## src/rtl/tinybf_uart_pkg.sv

```systemverilog
`default_nettype none
// ============================================================================
// Module      : tinybf_uart_pkg
// Description : Shared encodings and constants for the TinyBF UART input path.
//               Read FSM states, echo FSM states, default FIFO depth.
// Revision    : 1.0 - initial release
// ============================================================================
package tinybf_uart_pkg;

  // Default FIFO depth exponent: 2**2 = 4 bytes
  localparam int C_DEPTH_LOG2_DEFAULT = 2;

  // Read-side handshake FSM
  typedef enum logic [0:0] {
    RD_IDLE    = 1'b0,
    RD_RELEASE = 1'b1
  } rd_state_t;

  // Echo-to-transmitter FSM
  typedef enum logic [1:0] {
    E_IDLE  = 2'd0,
    E_START = 2'd1,
    E_GUARD = 2'd2
  } echo_state_t;

endpackage
`default_nettype wire

```

## src/rtl/rx_byte_fifo.sv

```systemverilog
`default_nettype none
// ============================================================================
// Module      : rx_byte_fifo
// Description : Synchronous byte FIFO, 2**DEPTH_LOG2 entries, head visible
//               combinationally. Push into a full FIFO is only accepted when
//               a pop happens in the same cycle.
// Revision    : 1.0 - initial release
// ============================================================================
module rx_byte_fifo
  import tinybf_uart_pkg::*;
#(
  parameter int DEPTH_LOG2 = C_DEPTH_LOG2_DEFAULT
) (
  input  logic                  clk,
  input  logic                  rst,
  input  logic                  i_push,
  input  logic [7:0]            i_data,
  input  logic                  i_pop,
  output logic [7:0]            o_head,
  output logic [DEPTH_LOG2:0]   o_count,
  output logic                  o_full,
  output logic                  o_empty
);

  localparam int C_DEPTH = 1 << DEPTH_LOG2;

  logic [7:0]            r_mem [C_DEPTH];
  logic [DEPTH_LOG2-1:0] r_wr_ptr;
  logic [DEPTH_LOG2-1:0] r_rd_ptr;
  logic [DEPTH_LOG2:0]   r_count;

  logic w_full;
  logic w_empty;
  logic w_do_push;
  logic w_do_pop;

  // Count never exceeds the depth, so its MSB alone flags a full FIFO.
  assign w_full    = r_count[DEPTH_LOG2];
  assign w_empty   = (r_count == '0);
  assign w_do_pop  = i_pop && !w_empty;
  assign w_do_push = i_push && (!w_full || w_do_pop);

  // Storage array write port (contents need no reset)
  always_ff @(posedge clk) begin
    if (w_do_push) begin
      r_mem[r_wr_ptr] <= i_data;
    end
  end

  // Pointer and occupancy bookkeeping; pointers wrap naturally at the depth
  always_ff @(posedge clk) begin
    if (rst) begin
      r_wr_ptr <= '0;
      r_rd_ptr <= '0;
      r_count  <= '0;
    end else begin
      if (w_do_push) begin
        r_wr_ptr <= r_wr_ptr + 1'b1;
      end
      if (w_do_pop) begin
        r_rd_ptr <= r_rd_ptr + 1'b1;
      end
      case ({w_do_push, w_do_pop})
        2'b10:   r_count <= r_count + 1'b1;
        2'b01:   r_count <= r_count - 1'b1;
        default: r_count <= r_count;
      endcase
    end
  end

  assign o_head  = r_mem[r_rd_ptr];
  assign o_count = r_count;
  assign o_full  = w_full;
  assign o_empty = w_empty;

endmodule
`default_nettype wire

```

## src/rtl/uart_rx_ctrl.sv

```systemverilog
`default_nettype none
// ============================================================================
// Module      : uart_rx_ctrl
// Description : Buffers bytes from the 8N1 UART receiver and serves the
//               TinyBF ',' read operation over a req/ack handshake. Sticky
//               overrun flag. Optional echo of every consumed byte to the
//               UART transmitter, enabled by defining UART_RX_ECHO_EN.
// Revision    : 1.0 - initial release
// ============================================================================
module uart_rx_ctrl
  import tinybf_uart_pkg::*;
#(
  parameter int DEPTH_LOG2 = C_DEPTH_LOG2_DEFAULT
) (
  input  logic                  clk_i,
  input  logic                  rst_i,
  input  logic [7:0]            rx_data_i,
  input  logic                  rx_valid_i,
  input  logic                  rd_req_i,
  output logic [7:0]            rd_data_o,
  output logic                  rd_ack_o,
  output logic [DEPTH_LOG2:0]   fifo_count_o,
  output logic                  overrun_o,
  input  logic                  clr_overrun_i,
  output logic [7:0]            tx_data_o,
  output logic                  tx_start_o,
  input  logic                  tx_busy_i
);

  logic [7:0] w_head;
  logic       w_full;
  logic       w_empty;
  logic       w_pop;
  logic       w_push;
  logic       w_overrun_set;
  logic       w_echo_idle;

  rd_state_t  r_rd_state;
  rd_state_t  w_rd_state_nxt;
  logic [7:0] r_rd_data;
  logic       r_rd_ack;
  logic       r_overrun;

  // A byte may enter a full FIFO only when the head leaves in the same cycle.
  assign w_push        = rx_valid_i && (!w_full || w_pop);
  assign w_overrun_set = rx_valid_i && w_full && !w_pop;

  rx_byte_fifo #(
    .DEPTH_LOG2 (DEPTH_LOG2)
  ) u_fifo (
    .clk     (clk_i),
    .rst     (rst_i),
    .i_push  (w_push),
    .i_data  (rx_data_i),
    .i_pop   (w_pop),
    .o_head  (w_head),
    .o_count (fifo_count_o),
    .o_full  (w_full),
    .o_empty (w_empty)
  );

  // Read FSM next state: pop once per request, then wait for req to drop
  always_comb begin
    w_rd_state_nxt = r_rd_state;
    w_pop          = 1'b0;
    case (r_rd_state)
      RD_IDLE: begin
        if (rd_req_i && !w_empty && w_echo_idle) begin
          w_pop          = 1'b1;
          w_rd_state_nxt = RD_RELEASE;
        end
      end
      RD_RELEASE: begin
        if (!rd_req_i) begin
          w_rd_state_nxt = RD_IDLE;
        end
      end
      default: w_rd_state_nxt = RD_IDLE;
    endcase
  end

  // Read FSM state register
  always_ff @(posedge clk_i) begin
    if (rst_i) begin
      r_rd_state <= RD_IDLE;
    end else begin
      r_rd_state <= w_rd_state_nxt;
    end
  end

  // Registered read data and single-cycle acknowledge
  always_ff @(posedge clk_i) begin
    if (rst_i) begin
      r_rd_data <= 8'h00;
      r_rd_ack  <= 1'b0;
    end else begin
      r_rd_ack <= w_pop;
      if (w_pop) begin
        r_rd_data <= w_head;
      end
    end
  end

  // Sticky overrun; a new drop outranks a simultaneous clear
  always_ff @(posedge clk_i) begin
    if (rst_i) begin
      r_overrun <= 1'b0;
    end else if (w_overrun_set) begin
      r_overrun <= 1'b1;
    end else if (clr_overrun_i) begin
      r_overrun <= 1'b0;
    end
  end

  assign rd_data_o = r_rd_data;
  assign rd_ack_o  = r_rd_ack;
  assign overrun_o = r_overrun;

`ifdef UART_RX_ECHO_EN
  echo_state_t r_echo_state;
  echo_state_t w_echo_state_nxt;
  logic        r_guard_skip;
  logic        w_guard_skip_nxt;
  logic        w_tx_start_nxt;
  logic [7:0]  r_tx_data;
  logic        r_tx_start;

  // Echo FSM next state: start when the transmitter is free, then skip one
  // cycle of tx_busy_i (it rises one cycle after start) before waiting idle
  always_comb begin
    w_echo_state_nxt = r_echo_state;
    w_guard_skip_nxt = r_guard_skip;
    w_tx_start_nxt   = 1'b0;
    case (r_echo_state)
      E_IDLE: begin
        if (w_pop) begin
          w_echo_state_nxt = E_START;
        end
      end
      E_START: begin
        if (!tx_busy_i) begin
          w_tx_start_nxt   = 1'b1;
          w_guard_skip_nxt = 1'b1;
          w_echo_state_nxt = E_GUARD;
        end
      end
      E_GUARD: begin
        if (r_guard_skip) begin
          w_guard_skip_nxt = 1'b0;
        end else if (!tx_busy_i) begin
          w_echo_state_nxt = E_IDLE;
        end
      end
      default: w_echo_state_nxt = E_IDLE;
    endcase
  end

  // Echo FSM registers and transmitter interface
  always_ff @(posedge clk_i) begin
    if (rst_i) begin
      r_echo_state <= E_IDLE;
      r_guard_skip <= 1'b0;
      r_tx_start   <= 1'b0;
      r_tx_data    <= 8'h00;
    end else begin
      r_echo_state <= w_echo_state_nxt;
      r_guard_skip <= w_guard_skip_nxt;
      r_tx_start   <= w_tx_start_nxt;
      if (w_pop) begin
        r_tx_data <= w_head;
      end
    end
  end

  assign w_echo_idle = (r_echo_state == E_IDLE);
  assign tx_data_o   = r_tx_data;
  assign tx_start_o  = r_tx_start;
`else
  logic w_unused_tx_busy;

  assign w_unused_tx_busy = tx_busy_i;
  assign w_echo_idle      = 1'b1;
  assign tx_data_o        = 8'h00;
  assign tx_start_o       = 1'b0;
`endif

endmodule
`default_nettype wire

```

## config.mk

```make
export PLATFORM = sky130hd
export DESIGN_NAME = uart_rx_ctrl
export DESIGN_NICKNAME = d
export VERILOG_FILES = /design/src/rtl/tinybf_uart_pkg.sv /design/src/rtl/rx_byte_fifo.sv /design/src/rtl/uart_rx_ctrl.sv
export SDC_FILE = /design/constraint.sdc
export NUM_CORES = 1
export LEC_CHECK = 0
export CORE_UTILIZATION = 55
export CTS_CLUSTER_DIAMETER = 200
export CTS_CLUSTER_SIZE = 14
export DETAILED_ROUTE_END_ITERATION = 7
export PLACE_DENSITY = 0.83
export SLEW_MARGIN = 5
export SYNTH_ARGS = -nofsm -noshare
export SYNTH_HDL_FRONTEND = slang
export SYNTH_SLANG_ARGS = --single-unit
```

## constraint.sdc

```tcl
create_clock -name clk_i -period 5.8 [get_ports clk_i]
set_input_delay 1.16 -clock clk_i [delete_from_list [all_inputs] [get_ports clk_i]]
set_output_delay 1.16 -clock clk_i [all_outputs]
set_load 0.005 [all_outputs]
```

==> results of run 1 <==
## synthesized netlist by cell type
| cell | number | area share [%] |
|---|---|---|
| nand2_1 | 16 | 2.9 |
| or3_4 | 1 | 0.55 |
| xor2_1 | 3 | 1.3 |
| edfxtp_1 | 32 | 47 |
| and2_1 | 4 | 1.2 |
| nand3_1 | 1 | 0.24 |
| o211a_1 | 1 | 0.49 |
| ha_1 | 5 | 3.1 |
| inv_4 | 1 | 0.31 |
| a21oi_1 | 10 | 2.4 |
| or3_1 | 1 | 0.31 |
| dfxtp_1 | 18 | 18 |
| and2b_1 | 1 | 0.37 |
| mux4_2 | 8 | 8.8 |
| inv_1 | 8 | 1.5 |
| buf_1 | 1 | 0.18 |
| o21ai_0 | 1 | 0.24 |
| buf_6 | 1 | 0.55 |
| xnor2_2 | 1 | 0.80 |
| buf_2 | 1 | 0.24 |
| nor2_1 | 9 | 1.7 |
| a32oi_1 | 1 | 0.43 |
| conb_1 | 1 | 0.18 |
| xnor2_1 | 1 | 0.43 |
| buf_4 | 10 | 3.7 |
| mux2i_1 | 1 | 0.49 |
| clkbuf_1 | 1 | 0.18 |
| nand2_8 | 1 | 0.98 |
| nand2b_1 | 1 | 0.31 |
| a21boi_2 | 1 | 0.55 |
| fa_1 | 1 | 0.98 |
## worst min-delay path: stages (launching register included)
cell	delay (ns)
dfxtp_1	0.32
nand2_1	0.05
a21oi_1	0.05
## routing by layer
metal  GRT usage [%]  vias to the layer above
met1            21.6                      546
met5               0                        -
met2            29.6                       34
li1                -                      533
met3            6.93                        7
met4            7.56                        0
## final timing paths
path / start / endpoint / slack (ns) / cells past startpoint
worst min-delay path: rd_data_o[4] / rd_data_o[4] / 0.46 / 2
worst max-delay path: rd_req_i / u_fifo.o_count[2] / 2.64 / 10
worst min register to register: rd_data_o[4] / rd_data_o[4] / 0.46 / 2
worst max register to register: r_rd_state / u_fifo.o_count[2] / 3.60 / 9
## layout make-up
| cell class | instances | area [sq um] |
|---|---|---|
| multi-input cells | 78 | 618 |
| fillers | 249 | 1030 |
| repair buffers | 25 | 250 |
| inverters | 9 | 36.3 |
| clock buffers | 7 | 119 |
| flip-flops and latches | 50 | 1320 |
| clock inverters | 1 | 8.76 |
| well taps | 46 | 57.6 |
## cells in the final DEF (no fill, tap or decap), drive strengths merged
master / instances
ha: 5
a32oi: 1
edfxtp: 32
inv: 9
dfxtp: 18
and2: 4
conb: 9
xor2: 3
and2b: 1
clkbuf: 7
nor2: 9
a21oi: 10
nand2b: 1
mux2i: 1
a21boi: 1
mux4: 8
nand3: 1
o21ai: 1
or3: 2
nand2: 17
clkdlybuf4s50: 25
xnor2: 2
fa: 1
clkinv: 1
o211a: 1
## flip-flops by register name, indices dropped and copies added, names as in the netlist
name,count
rd_ack_o,1
u_fifo.r_wr_ptr,2
r_rd_state,1
u_fifo.r_rd_ptr,2
overrun_o,1
rd_data_o,8
u_fifo.r_mem,32
u_fifo.o_count,3
## logic make-up (layout without fill, tap and decap cells)
logic type / Yosys count / in the layout / synth area share (%)
other: 1 / 9 / 0.183
xor gates and xnor gates: 5 / 5 / 2.51
and+or+nand+nor: 35 / 35 / 8.57
adders and majority gates: 6 / 6 / 4.04
DFF: 50 / 50 / 64.6
AOI/OAI and AO/OA: 14 / 14 / 4.16
muxes: 9 / 9 / 9.30
buffers and inverters: 23 / 42 / 6.61
## through the flow
| step | hold WS [ns] | setup slack, ns | util [%] | area, sq um | std cells |
|---|---|---|---|---|---|
| 2_1_floorplan | 0.453 | 3.01 | - | 2070 | 151 |
| 3_3_place_gp | 0.442 | 2.38 | 66.3 | 2280 | 208 |
| 3_5_place_dp | 0.446 | 2.34 | 66.3 | 2280 | 208 |
| 4_1_cts | 0.459 | 2.64 | 70.0 | 2410 | 216 |
| 5_1_grt | 0.478 | 2.49 | 70.0 | 2410 | 216 |
| 6_report | 0.458 | 2.64 | 70.0 | 2410 | 216 |
## power breakdown
part	internal [mW]	total, mW	switching [mW]
combinational	0.140	0.254	0.114
sequential	0.431	0.478	0.0467
clock	0.138	0.251	0.113
total	0.710	0.984	0.274
==> impl_metrics.py, run 1 <==
metrics = {
    "routing": {
        "ant_nets": 0,
        "highest_layer": "met4",
        "wl_met2_mm": 1.65,
        "firstDrtPassIters": 4,
        "dr_wl_met3_um": 177,
        "via_per_inst": 5.19,
        "drcViolationCount": 0,
        "routed_wl_mm": 3.23,
        "wire_per_inst_um": 15.0,
        "vias": 1120,
        "met1Wirelength_mm": 1.36,
        "drt_iter0_drc": 54,
    },
    "worst_setup_path": {
        "required_ns": 6.03,
        "worstSetupPathType": "in2reg",
        "cp_slowest_cell": "clkdlybuf4s50_1",
        "path_cells": "clkdlybuf4s50_1 -> and2b_1 -> nand2_8 -> inv_4 -> ha_1 -> inv_1 -> fa_1 -> xor2_1 -> or3_1 -> a21oi_1",
        "crit_family": "buffers and inverters",
        "start_kind": "input port",
        "crit_path_end_kind": "flop",
        "crit_buf_inv": 3,
        "worstPathArrival_ns": 3.39,
        "cp_max_fo": 10,
        "critPathMaxStageDelay_ns": 0.49,
    },
    "placement": {
        "hpwl_mm": 2.21,
        "gp_congestion": 0.714,
        "io_buffers": 25,
    },
    "grt": {
        "grt_pass1_wl_mm": 5.21,
        "grt_max_degree": 19,
        "grt_pass1_vias": 1076,
        "grt_antenna_before_repair": 0,
        "gr-total-overflow": 0,
        "grt_use_total_pct": 18.2,
    },
    "pwr": {
        "vdd_drop_max_uv": 224,
        "p_total_mw": 0.984,
        "powerDensity_nw_per_um2": 408,
        "p_leak_nw": 0.856,
    },
    "clock_network": {
        "clkTransAtPathRegs_ns": 0.09,
        "clock_sinks": 50,
        "cts_setup_buffers": 0,
        "clock_path_buffers": 2,
        "cts_resized": 0,
        "cts_tree": "yes",
        "postCtsHoldBufs": 0,
        "clk_latency_ns": 0.31,
        "ctsRootBufferMaster": "clkbuf_8",
        "h-tree-depth": 2,
        "numCtsBuffers": 5,
    },
    "synth": {
        "syn_area_sq_um": 2040,
        "ys_seq_area_share_pct": 64.6,
        "synthDistinctLibCells": 31,
        "synth-seq-cells": 50,
        "yosysWarnings": 0,
        "synth.avg_cell_area_sq_um": 14.3,
        "synthCells": 143,
    },
    "sta": {
        "finalMaxSlewViolations": 0,
        "max_slew.worst_pin.slew_ns": 0.685,
        "hold_viol": 0,
        "max_freq_mhz": 317,
        "skew_ns": 0.00779,
        "fin_tns_setup_ns": 0,
        "slew_headroom_pct": 54.3,
        "setup_viol": 0,
        "fin_crit_sh_pct": 54.5,
        "rsz0062_at_grt": "false",
        "period_needed_ns": 3.16,
    },
    "layout": {
        "drive_above_1_share_pct": 12.4,
        "diodes": 0,
        "area_growth_pct": 17.9,
        "nets": 189,
    },
    "status": {
        "outcome": "complete, no violations",
    },
    "floorplanning": {
        "rows": 21,
        "die_y_um": 63.0,
        "die_w_um": 63.0,
        "dieArea_sq_um": 3970,
        "initial_core_util_pct": 59.4,
        "io_pins": 36,
        "core_sq_um": 3440,
    },
    "job": {
        "cap_violations": 0,
    },
    "worst_hold_path": {
        "hold_class": "reg2reg",
    },
}
(Power assumes the default switching activity.)
==> inputs of run 2 (changes only) <==
- CORE_UTILIZATION: 55 -> 51
- PLACE_DENSITY: 0.83 -> 0.78
- clock period: 5.8 -> 3.2 ns (I/O delays scaled with it)
==> run 2 against run 1 <==
Non-clock buffer count did not move. Worst hold slack improved by 0.00057 ns. Global-route usage is 0.084 points higher. Utilization decreased by 6.1 points. Via count is 0.98% lower. Power is 79% higher. Sequential cell count unchanged. Critical path depth unchanged. Register-to-register slack got worse by 2.6 ns.
==> impl_metrics.py, run 2 (synthesis gave the netlist of run 1 again) <==
metrics = {
    "pwr": {
        "p_total_mw": 1.76,
        "powerDensity_nw_per_um2": 735,
        "vdd_drop_max_uv": 377,
        "p_leak_nw": 0.849,
    },
    "layout": {
        "layout_common_cells": "edfxtp_1, clkdlybuf4s50_1, dfxtp_1",
        "regMostFlops": "u_fifo.r_mem",
        "layout_commonest_cell": "edfxtp_1",
        "nFillCells": 281,
        "area_growth_pct": 17.1,
        "diodes": 0,
        "largest_reg_flops": 32,
        "drive_above_1_share_pct": 12.4,
        "nets": 189,
    },
    "sta": {
        "finalMaxSlewViolations": 0,
        "max_slew.worst_pin.slew_ns": 0.667,
        "setup_viol": 0,
        "slew_headroom_pct": 55.5,
        "period_needed_ns": 2.65,
        "fin_crit_sh_pct": 82.7,
        "max_freq_mhz": 378,
        "skew_ns": 0.00454,
        "hold_viol": 0,
        "fin_tns_setup_ns": 0,
        "rsz0062_at_grt": "false",
    },
    "grt": {
        "grt_max_degree": 19,
        "grt_antenna_before_repair": 0,
        "grt_pass1_vias": 1169,
        "grt_pass1_wl_mm": 5.49,
        "gr-total-overflow": 0,
        "grt_use_total_pct": 18.3,
    },
    "routing": {
        "drt_iter0_drc": 37,
        "ant_nets": 0,
        "firstDrtPassIters": 3,
        "via_per_inst": 5.09,
        "routed_wl_mm": 3.30,
        "wire_per_inst_um": 15.1,
        "drcViolationCount": 0,
        "vias": 1109,
    },
    "worst_setup_path": {
        "required_ns": 3.42,
        "worstPathArrival_ns": 2.87,
        "worstSetupPathType": "in2reg",
        "path_cells": "clkdlybuf4s50_1 -> and2b_1 -> nand2_8 -> inv_4 -> ha_1 -> inv_1 -> fa_1 -> xor2_1 -> or3_1 -> a21oi_1",
        "critPathMaxStageDelay_ns": 0.49,
        "cp_slowest_cell": "clkdlybuf4s50_1",
        "crit_family": "buffers and inverters",
        "cp_max_fo": 10,
        "start_kind": "input port",
        "crit_path_end_kind": "flop",
        "crit_buf_inv": 3,
    },
    "placement": {
        "io_buffers": 25,
        "hpwl_mm": 2.35,
        "gp_congestion": 0.705,
    },
    "clock_network": {
        "ctsRootBufferMaster": "clkbuf_8",
        "clkTransAtPathRegs_ns": 0.09,
        "numCtsBuffers": 5,
        "cts_setup_buffers": 0,
        "cts_resized": 0,
        "cts_tree": "yes",
        "clock_sinks": 50,
        "h-tree-depth": 2,
        "postCtsHoldBufs": 0,
        "clk_latency_ns": 0.29,
        "clock_path_buffers": 2,
    },
    "status": {
        "outcome": "complete, no violations",
    },
    "floorplanning": {
        "dieArea_sq_um": 4270,
        "io_pins": 36,
        "core_sq_um": 3740,
        "die_w_um": 65.3,
        "rows": 22,
        "die_y_um": 65.3,
        "initial_core_util_pct": 54.6,
    },
    "worst_hold_path": {
        "hold_class": "reg2reg",
    },
    "job": {
        "cap_violations": 0,
    },
}
## run 2: final cells by class
class	instances	area, sq um	share of cell area [%]
Clock buffer	5	68.8	2.87
Sequential cell	50	1320	55.2
Tap cell	48	60.1	2.51
Timing Repair Buffer	25	250	10.4
Multi-Input combinational cell	78	618	25.8
Inverter	9	36.3	1.52
Clock inverter	3	40.0	1.67
## run 2: final timing paths
path	startpoint	endpoint	slack (ns)	depth (start not counted)
max	rd_req_i	u_fifo.o_count[2]	0.55	10
min	rd_data_o[6]	rd_data_o[6]	0.46	2
max reg2reg	r_rd_state	u_fifo.o_count[2]	1.01	9
min reg2reg	rd_data_o[6]	rd_data_o[6]	0.46	2
## run 2: routing by layer
| metal | part of all wire (%) | vias to the layer above | global-route usage (%) | wire (um) |
|---|---|---|---|---|
| met2 | 54 | 30 | 29.9 | 1790 |
| met1 | 41 | 547 | 22.2 | 1350 |
| met5 | 0 | - | 0 | 0 |
| met4 | 1.3 | 0 | 8.97 | 44 |
| met3 | 3.5 | 4 | 5.21 | 114 |
| li1 | - | 528 | - | - |
## run 2: stage by stage
stage / setup slack [ns] / instance area [sq um] / hold slack (ns) / utilization [%] / std cells
floorplan: 0.927 / 2070 / 0.453 / - / 151
global placement: 0.315 / 2290 / 0.442 / 61.1 / 210
detailed placement: 0.231 / 2290 / 0.451 / 61.1 / 210
CTS: 0.537 / 2390 / 0.462 / 64.0 / 218
global route: 0.448 / 2390 / 0.492 / 64.0 / 218
finish: 0.552 / 2390 / 0.459 / 64.0 / 218
## run 2: worst register-to-register path, cell delays in order, from the launching register on
cell	delay, ns
dfxtp_1	0.33
and2b_1	0.30
nand2_8	0.10
inv_4	0.13
ha_1	0.20
inv_1	0.06
fa_1	0.38
xor2_1	0.16
or3_1	0.31
a21oi_1	0.13
## run 2: power by group
group | total [mW] | switching, mW | internal, mW
Clock | 0.427 | 0.197 | 0.230
Combinational | 0.464 | 0.209 | 0.256
Sequential | 0.869 | 0.0866 | 0.782
Total | 1.76 | 0.493 | 1.27
